<file path="config.mk">
export PLATFORM = sky130hd
export DESIGN_NAME = rv32i_core_top
export DESIGN_NICKNAME = d
export VERILOG_FILES = /design/src/rtl/rv32i_core_top.sv
export SDC_FILE = /design/constraint.sdc
export NUM_CORES = 2
export LEC_CHECK = 0
export CAP_MARGIN = 20
export CORE_UTILIZATION = 60
export CTS_BUF_LIST = sky130_fd_sc_hd__clkbuf_2 sky130_fd_sc_hd__clkbuf_4 sky130_fd_sc_hd__clkbuf_8
export DETAILED_ROUTE_END_ITERATION = 16
export PLACE_DENSITY = 0.83
export SYNTH_ARGS = -nofsm -noshare
export SYNTH_HDL_FRONTEND = slang
export SYNTH_SLANG_ARGS = --single-unit
</file>
<file path="constraint.sdc">
create_clock -name clk -period 5.9 [get_ports clk]
set_input_delay 1.77 -clock clk [delete_from_list [all_inputs] [get_ports clk]]
set_output_delay 1.77 -clock clk [all_outputs]
set_load 0.01 [all_outputs]
</file>
<file path="src/rtl/rv32i_core_top.sv">
// Single-cycle RV32I integer core (register-only subset, no data-memory port).
// Latency: one instruction commits per rising edge of clk (register write + PC update).
// Backpressure: none; the instruction ROM is combinational and the core never stalls.
// Ports: clk, rst (async active-low), inst_i (instruction at inst_addr_o),
//        inst_addr_o (byte address of current instruction, equals PC).

module rv32i_regfile (
    input  logic        clk,
    input  logic        rst,
    input  logic [4:0]  rs1_addr,
    input  logic [4:0]  rs2_addr,
    output logic [31:0] rs1_data,
    output logic [31:0] rs2_data,
    input  logic        wr_en,
    input  logic [4:0]  wr_addr,
    input  logic [31:0] wr_data
);
    logic [31:0] regs [0:31];

    always_ff @(posedge clk or negedge rst) begin
        if (!rst) begin
            for (int i = 0; i < 32; i++) begin
                regs[i] <= 32'd0;
            end
        end else if (wr_en && (wr_addr != 5'd0)) begin
            regs[wr_addr] <= wr_data;
        end
    end

    // Reads happen before the clock edge, so rd==rs1 sees the old value.
    assign rs1_data = (rs1_addr == 5'd0) ? 32'd0 : regs[rs1_addr];
    assign rs2_data = (rs2_addr == 5'd0) ? 32'd0 : regs[rs2_addr];
endmodule

module rv32i_core_top #(
    parameter logic [31:0] RESET_PC = 32'h0000_0000
) (
    input  logic        clk,
    input  logic        rst,
    input  logic [31:0] inst_i,
    output logic [31:0] inst_addr_o
);
    localparam logic [6:0] OP_LUI    = 7'b0110111;
    localparam logic [6:0] OP_AUIPC  = 7'b0010111;
    localparam logic [6:0] OP_JAL    = 7'b1101111;
    localparam logic [6:0] OP_JALR   = 7'b1100111;
    localparam logic [6:0] OP_BRANCH = 7'b1100011;
    localparam logic [6:0] OP_IMM    = 7'b0010011;
    localparam logic [6:0] OP_REG    = 7'b0110011;

    logic [31:0] pc;
    logic [31:0] pc_next;
    logic [31:0] pc_plus4;

    logic [6:0]  opcode;
    logic [4:0]  rd;
    logic [4:0]  rs1;
    logic [4:0]  rs2;
    logic [2:0]  funct3;
    logic        alt;

    logic [31:0] imm_i;
    logic [31:0] imm_b;
    logic [31:0] imm_u;
    logic [31:0] imm_j;

    logic [31:0] rs1_data;
    logic [31:0] rs2_data;
    logic [31:0] alu_b;
    logic [4:0]  shamt;
    logic [31:0] alu_res;
    logic        br_taken;

    logic        wr_en;
    logic [31:0] wr_data;

    always_ff @(posedge clk or negedge rst) begin
        if (!rst) begin
            pc <= RESET_PC;
        end else begin
            pc <= pc_next;
        end
    end

    assign inst_addr_o = pc;
    assign pc_plus4    = pc + 32'd4;

    assign opcode = inst_i[6:0];
    assign rd     = inst_i[11:7];
    assign funct3 = inst_i[14:12];
    assign rs1    = inst_i[19:15];
    assign rs2    = inst_i[24:20];
    assign alt    = inst_i[30];

    assign imm_i = {{20{inst_i[31]}}, inst_i[31:20]};
    assign imm_b = {{19{inst_i[31]}}, inst_i[31], inst_i[7], inst_i[30:25], inst_i[11:8], 1'b0};
    assign imm_u = {inst_i[31:12], 12'd0};
    assign imm_j = {{11{inst_i[31]}}, inst_i[31], inst_i[19:12], inst_i[20], inst_i[30:21], 1'b0};

    rv32i_regfile u_regs (
        .clk      (clk),
        .rst      (rst),
        .rs1_addr (rs1),
        .rs2_addr (rs2),
        .rs1_data (rs1_data),
        .rs2_data (rs2_data),
        .wr_en    (wr_en),
        .wr_addr  (rd),
        .wr_data  (wr_data)
    );

    // Register-register and register-immediate ops share one ALU; for the
    // immediate form imm_i[4:0] is exactly inst[24:20], the shift amount.
    assign alu_b = (opcode == OP_REG) ? rs2_data : imm_i;
    assign shamt = alu_b[4:0];

    always_comb begin
        alu_res = 32'd0;
        case (funct3)
            3'd0: alu_res = (opcode == OP_REG && alt) ? (rs1_data - alu_b) : (rs1_data + alu_b);
            3'd1: alu_res = rs1_data << shamt;
            3'd2: alu_res = {31'd0, $signed(rs1_data) < $signed(alu_b)};
            3'd3: alu_res = {31'd0, rs1_data < alu_b};
            3'd4: alu_res = rs1_data ^ alu_b;
            3'd5: alu_res = alt ? 32'($signed(rs1_data) >>> shamt) : (rs1_data >> shamt);
            3'd6: alu_res = rs1_data | alu_b;
            3'd7: alu_res = rs1_data & alu_b;
            default: alu_res = 32'd0;
        endcase
    end

    // funct3 010/011 are not branches; they fall through like a NOP.
    always_comb begin
        br_taken = 1'b0;
        case (funct3)
            3'd0: br_taken = (rs1_data == rs2_data);
            3'd1: br_taken = (rs1_data != rs2_data);
            3'd4: br_taken = ($signed(rs1_data) <  $signed(rs2_data));
            3'd5: br_taken = ($signed(rs1_data) >= $signed(rs2_data));
            3'd6: br_taken = (rs1_data <  rs2_data);
            3'd7: br_taken = (rs1_data >= rs2_data);
            default: br_taken = 1'b0;
        endcase
    end

    // Anything not listed (load, store, fence, system, unknown) is a NOP.
    always_comb begin
        wr_en   = 1'b0;
        wr_data = 32'd0;
        pc_next = pc_plus4;
        case (opcode)
            OP_LUI: begin
                wr_en   = 1'b1;
                wr_data = imm_u;
            end
            OP_AUIPC: begin
                wr_en   = 1'b1;
                wr_data = pc + imm_u;
            end
            OP_JAL: begin
                wr_en   = 1'b1;
                wr_data = pc_plus4;
                pc_next = pc + imm_j;
            end
            OP_JALR: begin
                wr_en   = 1'b1;
                wr_data = pc_plus4;
                pc_next = (rs1_data + imm_i) & ~32'd1;
            end
            OP_BRANCH: begin
                if (br_taken) begin
                    pc_next = pc + imm_b;
                end
            end
            OP_IMM, OP_REG: begin
                wr_en   = 1'b1;
                wr_data = alu_res;
            end
            default: begin
                wr_en   = 1'b0;
            end
        endcase
    end
endmodule

</file>
==> impl_metrics.tcl, run 1 <==
set metrics [dict create \
    outcome "did not finish" \
    stop_stage "5_1_grt" \
    first-error "[ERROR GRT-0232] Routing congestion too high. Check the congestion heatmap in the GUI." \
    placed_cell_area_um2 88000 \
    synthCells 8319 \
    synthFlopType "dfrtp_1" \
    rows 129 \
    async_flop_share_pct 100 \
    dp_worst_setup_slack_ns -2.13 \
    ys_seq_elements 1055 \
    ys_seq_area_share_pct 35.0 \
    yosys.area.top_type "dfrtp_1" \
    start_util_pct 60.7 \
    yosys.cell_types.count 100 \
    netlist_area_um2 75400 \
    gp_congestion 1.14 \
    port_buffers 64 \
    dieHeight_um 357 \
    avgSynthCellArea_um2 9.07 \
    ioPinCount 66 \
    yosysWarnings 0 \
    cts_buffers 174 \
    clockBufferDepth 3 \
    synth_nets 8573 \
    grt-ovfl-total 801 \
    yosysTopAreaCellShare_pct 35.0 \
    cts_root_buf "clkbuf_8" \
    fp.dieW_um 357 \
    cts-hold-fix-buffers 0 \
    synth_edf_count 0 \
    dp_hpwl_um 272000 \
    yosys-top-cells-area "dfrtp_1 35%, mux4_2 9.0%, mux2i_1 8.8%, o21ai_0 5.1%, nand2_1 4.9%" \
    grt_max_degree 115 \
    clock-sinks 1055 \
    grt_usage_pct 84.9 \
    h-tree-depth 4 \
]
==> what timing repair did <==
| item | in CTS |
|---|---|
| setup endpoints to repair | 901 |
| endpoints found under the hold margin | 0 |
| gates resized for setup | 204 |
| setup buffers | 28 |
| cloned | 13 |
| pin swaps | 34 |
==> kinds of logic after synthesis <==
| group | Yosys count | share of synthesized area [%] |
|---|---|---|
| buf+inv | 952 | 5.46 |
| simple gates | 2337 | 13.7 |
| xor+xnor | 126 | 1.46 |
| flops | 1055 | 35.0 |
| other cells | 1 | 0.00497 |
| fa+ha+maj | 220 | 3.71 |
| mux | 1042 | 19.0 |
| compound gates | 2586 | 21.7 |
==> cells in the mapped netlist (42+ instances only) <==
library cell and instances:
nor2_1 630, mux2i_1 664, nand2_1 993, inv_1 133, a211oi_1 87, o31ai_1 216
o211ai_1 89, buf_4 52, a21oi_1 505, nor3b_1 46, buf_2 121, nor3_1 194
o221ai_1 131, buf_1 45, nand3_1 156, xor2_1 44, mux4_2 303, o21ai_1 74
a31oi_1 124, o22ai_1 142, xnor2_1 82, dfrtp_1 1055, a221oi_1 45, clkbuf_1 557
o21ai_0 771, nor4_1 42, o21a_1 46, mux2_2 74, a21o_1 64, ha_1 214
==> per-stage QoR <==
stage               hold slack, ns  std cells  TNS [ns]
CTS                          0.398      11000    -32.10
detailed placement           0.385      10700  -1436.34
global placement             0.379      10700  -1416.81
floorplan                    0.438       8319   -313.35
==> layer usage <==
layer | GRT overflow | track usage, %
met5 | 24 | 58.4
met4 | 170 | 77.2
met3 | 125 | 77.6
met2 | 339 | 94.3
met1 | 143 | 86.9
==> run 2: changes to the inputs <==
Settings changed: CORE_UTILIZATION 60 to 40, CTS_BUF_LIST sky130_fd_sc_hd__clkbuf_2 sky130_fd_sc_hd__clkbuf_4 sky130_fd_sc_hd__clkbuf_8 to default, PLACE_DENSITY 0.83 to default, PLACE_DENSITY_LB_ADDON from default to 0.15.
==> run 2 against run 1 <==
  * The flow now finishes, with violations (setup timing)
  * Synthesized cell count is the same
  * Area after synthesis is the same
==> impl_metrics.tcl, run 2 <==
set metrics [dict create \
    outcome "finished, violations left" \
    violations "setup timing" \
    comb_power_share_pct 30.0 \
    grt_usage_pct 41.7 \
    synth_simple_gate_area_share_pct 13.7 \
    critPathTopFamily "buffers and inverters" \
    insertion_delay_ns 0.87 \
    maxSlewViolCount 0 \
    wl_per_cell_um 33.8 \
    final_common_cell "buf_4" \
    firstDrtPassIters 7 \
    synth_nets 8573 \
    drt_iter0_drc 10600 \
    nets 9662 \
    cts_tree "yes" \
    yosys.area.top_type "dfrtp_1" \
    synthFlopType "dfrtp_1" \
    rsz0062_at_grt "true" \
    yosysTopAreaCellShare_pct 35.0 \
    largest_register "u_regs.regs" \
    worstSetupPathType "input pin to flip-flop" \
    arrival_ns 7.14 \
    netlist_area_um2 75400 \
    grt_max_degree 123 \
    swShare_pct 34.6 \
    largest_register_ffs 1024 \
    drc 0 \
    antenna_left 0 \
    ioPinCount 66 \
    finalPower_mw 23.2 \
    yosys-top-cells-area "dfrtp_1 35%, mux4_2 9.0%, mux2i_1 8.8%, o21ai_0 5.1%, nand2_1 4.9%" \
    cpPeakStageDelay_ns 0.54 \
    synth_most_common_cell "dfrtp_1" \
    synthMuxAreaShare_pct 19.0 \
    ys_seq_area_share_pct 35.0 \
    ir_drop_v 0.000233 \
    min_path_type "flip-flop to flip-flop" \
    netSwitchingPower_mw 8.04 \
    avgSynthCellArea_um2 9.07 \
    path_clk_slew_ns 0.06 \
    syn2layout_area_growth_pct 33.7 \
    setup_viol 740 \
    yosys.cell_types.count 100 \
    synthCells 8319 \
    power_density_nw_per_um2 230 \
    cts_root_buf "clkbuf_16" \
    yosysWarnings 0 \
    dieHeight_um 436 \
    synth_compound_area_share_pct 21.7 \
    finalCriticalPeriod_ns 6.38 \
    fp.dieW_um 436 \
    seq_power_share_pct 33.7 \
    dp_hpwl_um 290000 \
    synth_top_family_by_area "compound AO/OA/AOI/OAI gates" \
    drive_above_1_share_pct 30.7 \
    crit_path_end_kind "flip-flop" \
    crit_slowest_cell "clkdlybuf4s50_1" \
    clock_power_share_pct 36.3 \
    relSlewSlack_pct 32.3 \
    cts_buffers 130 \
    vias 79000 \
    hold_viol 0 \
    vias_per_cell 6.57 \
    dp_worst_setup_slack_ns -2.38 \
    core_area_um2 188000 \
    synth_xor_area_share_pct 1.46 \
    first_global_vias 76000 \
    antenna_found_initial 16 \
    skew_ns 0.0614 \
    path_common_cell "buf_4" \
    port_buffers 64 \
    start_util_pct 40.2 \
    worstPathRequired_ns 6.65 \
    gp_congestion 1.08 \
    synthAdderAreaFrac_pct 3.71 \
    cp_max_fo 17 \
    leakagePower_nw 42.9 \
    start_kind "input pin" \
    min_period_over_period_pct 108 \
    fin_area_um2 101000 \
    dieArea_um2 190000 \
    rows 159 \
    grt_pass1_wl_um 574000 \
    critPathBufInv 13 \
    clock-sinks 1055 \
    synthTopCellsByCount "1,055 x dfrtp_1, 993 x nand2_1, 771 x o21ai_0" \
    drv_cap 0 \
    async_flop_share_pct 100 \
    tightest_slew_ns 1.01 \
    mostFrequentLayoutCells "1,336 x buf_4, 1,055 x dfrtp_1, 957 x nand2_1" \
    synth_edf_count 0 \
    fin_ws_ns -0.484 \
    p_int_mw 15.2 \
    routed_wl_um 406000 \
    clockBufferDepth 3 \
    fmax_mhz 157 \
    h-tree-depth 4 \
    grt-ovfl-total 0 \
    placed_cell_area_um2 90100 \
    ys_seq_elements 1055 \
]
run 2: path summary, 6_finish.rpt:
kind / slack [ns] / cells after the start / end / from
setup reg to reg: 0.44 / 25 / u_regs.regs[670] / u_regs.regs[618]
hold / removal: 0.40 / 0 / u_regs.regs[993] / u_regs.regs[993]
min in group asynchronous: 1.03 / 1 / inst_addr_o[7] / rst
hold reg to reg: 0.40 / 0 / u_regs.regs[993] / u_regs.regs[993]
max in group asynchronous: 3.45 / 3 / u_regs.regs[376] / rst
setup / recovery: -0.48 / 27 / u_regs.regs[670] / inst_i[2]
run 2: what timing repair did:
item                                    in CTS  in global routing
gates cloned                                40                  3
pin swaps                                  286                 83
resized for setup                          728                159
buffers inserted                           153                 26
endpoints found under the setup margin     889                871
hold buffers                                 0                  0
endpoints found under the hold margin        0                  0
run 2: cell type report:
class / instances / area, um^2
Sequential cell: 1055 / 26400
Inverter: 138 / 527
Timing Repair Buffer: 1770 / 17700
Clock buffer: 180 / 3700
Tap cell: 2495 / 3120
Clock inverter: 53 / 699
Antenna cell: 9 / 22.5
Fill cell: 16900 / 86700
Multi-Input combinational cell: 6313 / 48700
run 2: logic make-up (layout without fill, tap and decap cells):
group | after synthesis | count (layout)
XOR/XNOR | 126 | 126
adder cells (fa/ha/maj) | 220 | 220
buffers and inverters | 952 | 2141
other | 1 | 10
flip-flops | 1055 | 1055
AND/OR/NAND/NOR | 2337 | 2337
multiplexers | 1042 | 1042
AO/OA/AOI/OAI | 2586 | 2587
run 2: through the flow:
step,hold slack [ns],setup TNS (ns),cells,util [%]
2_1_floorplan,0.438,-313.35,8319,-
3_3_place_gp,0.381,-1589.60,11600,48.0
3_5_place_dp,0.384,-1393.93,11600,48.0
4_1_cts,0.396,-66.73,12000,53.3
5_1_grt,0.410,-174.62,12000,53.8
6_report,0.400,-125.66,12000,53.8
run 2: per-layer routing:
layer	up-vias	GRT usage, %	part of all wire [%]
met5	-	0	0.017
met3	1149	10.2	10
met1	39800	55.8	40
li1	33200	-	-
met2	4847	60.4	42
met4	10	25.7	7.1
run 2: power by group through the flow:
stage	Clock [mW]	Sequential (mW)	Combinational, mW
floorplan	0	7.78	3.24
global placement	0	7.93	6.16
detailed placement	0	7.94	6.18
CTS	8.50	7.81	6.71
global route	8.77	7.84	7.31
finish	8.43	7.84	6.97
No activity file was read; power rests on OpenSTA's default activity.
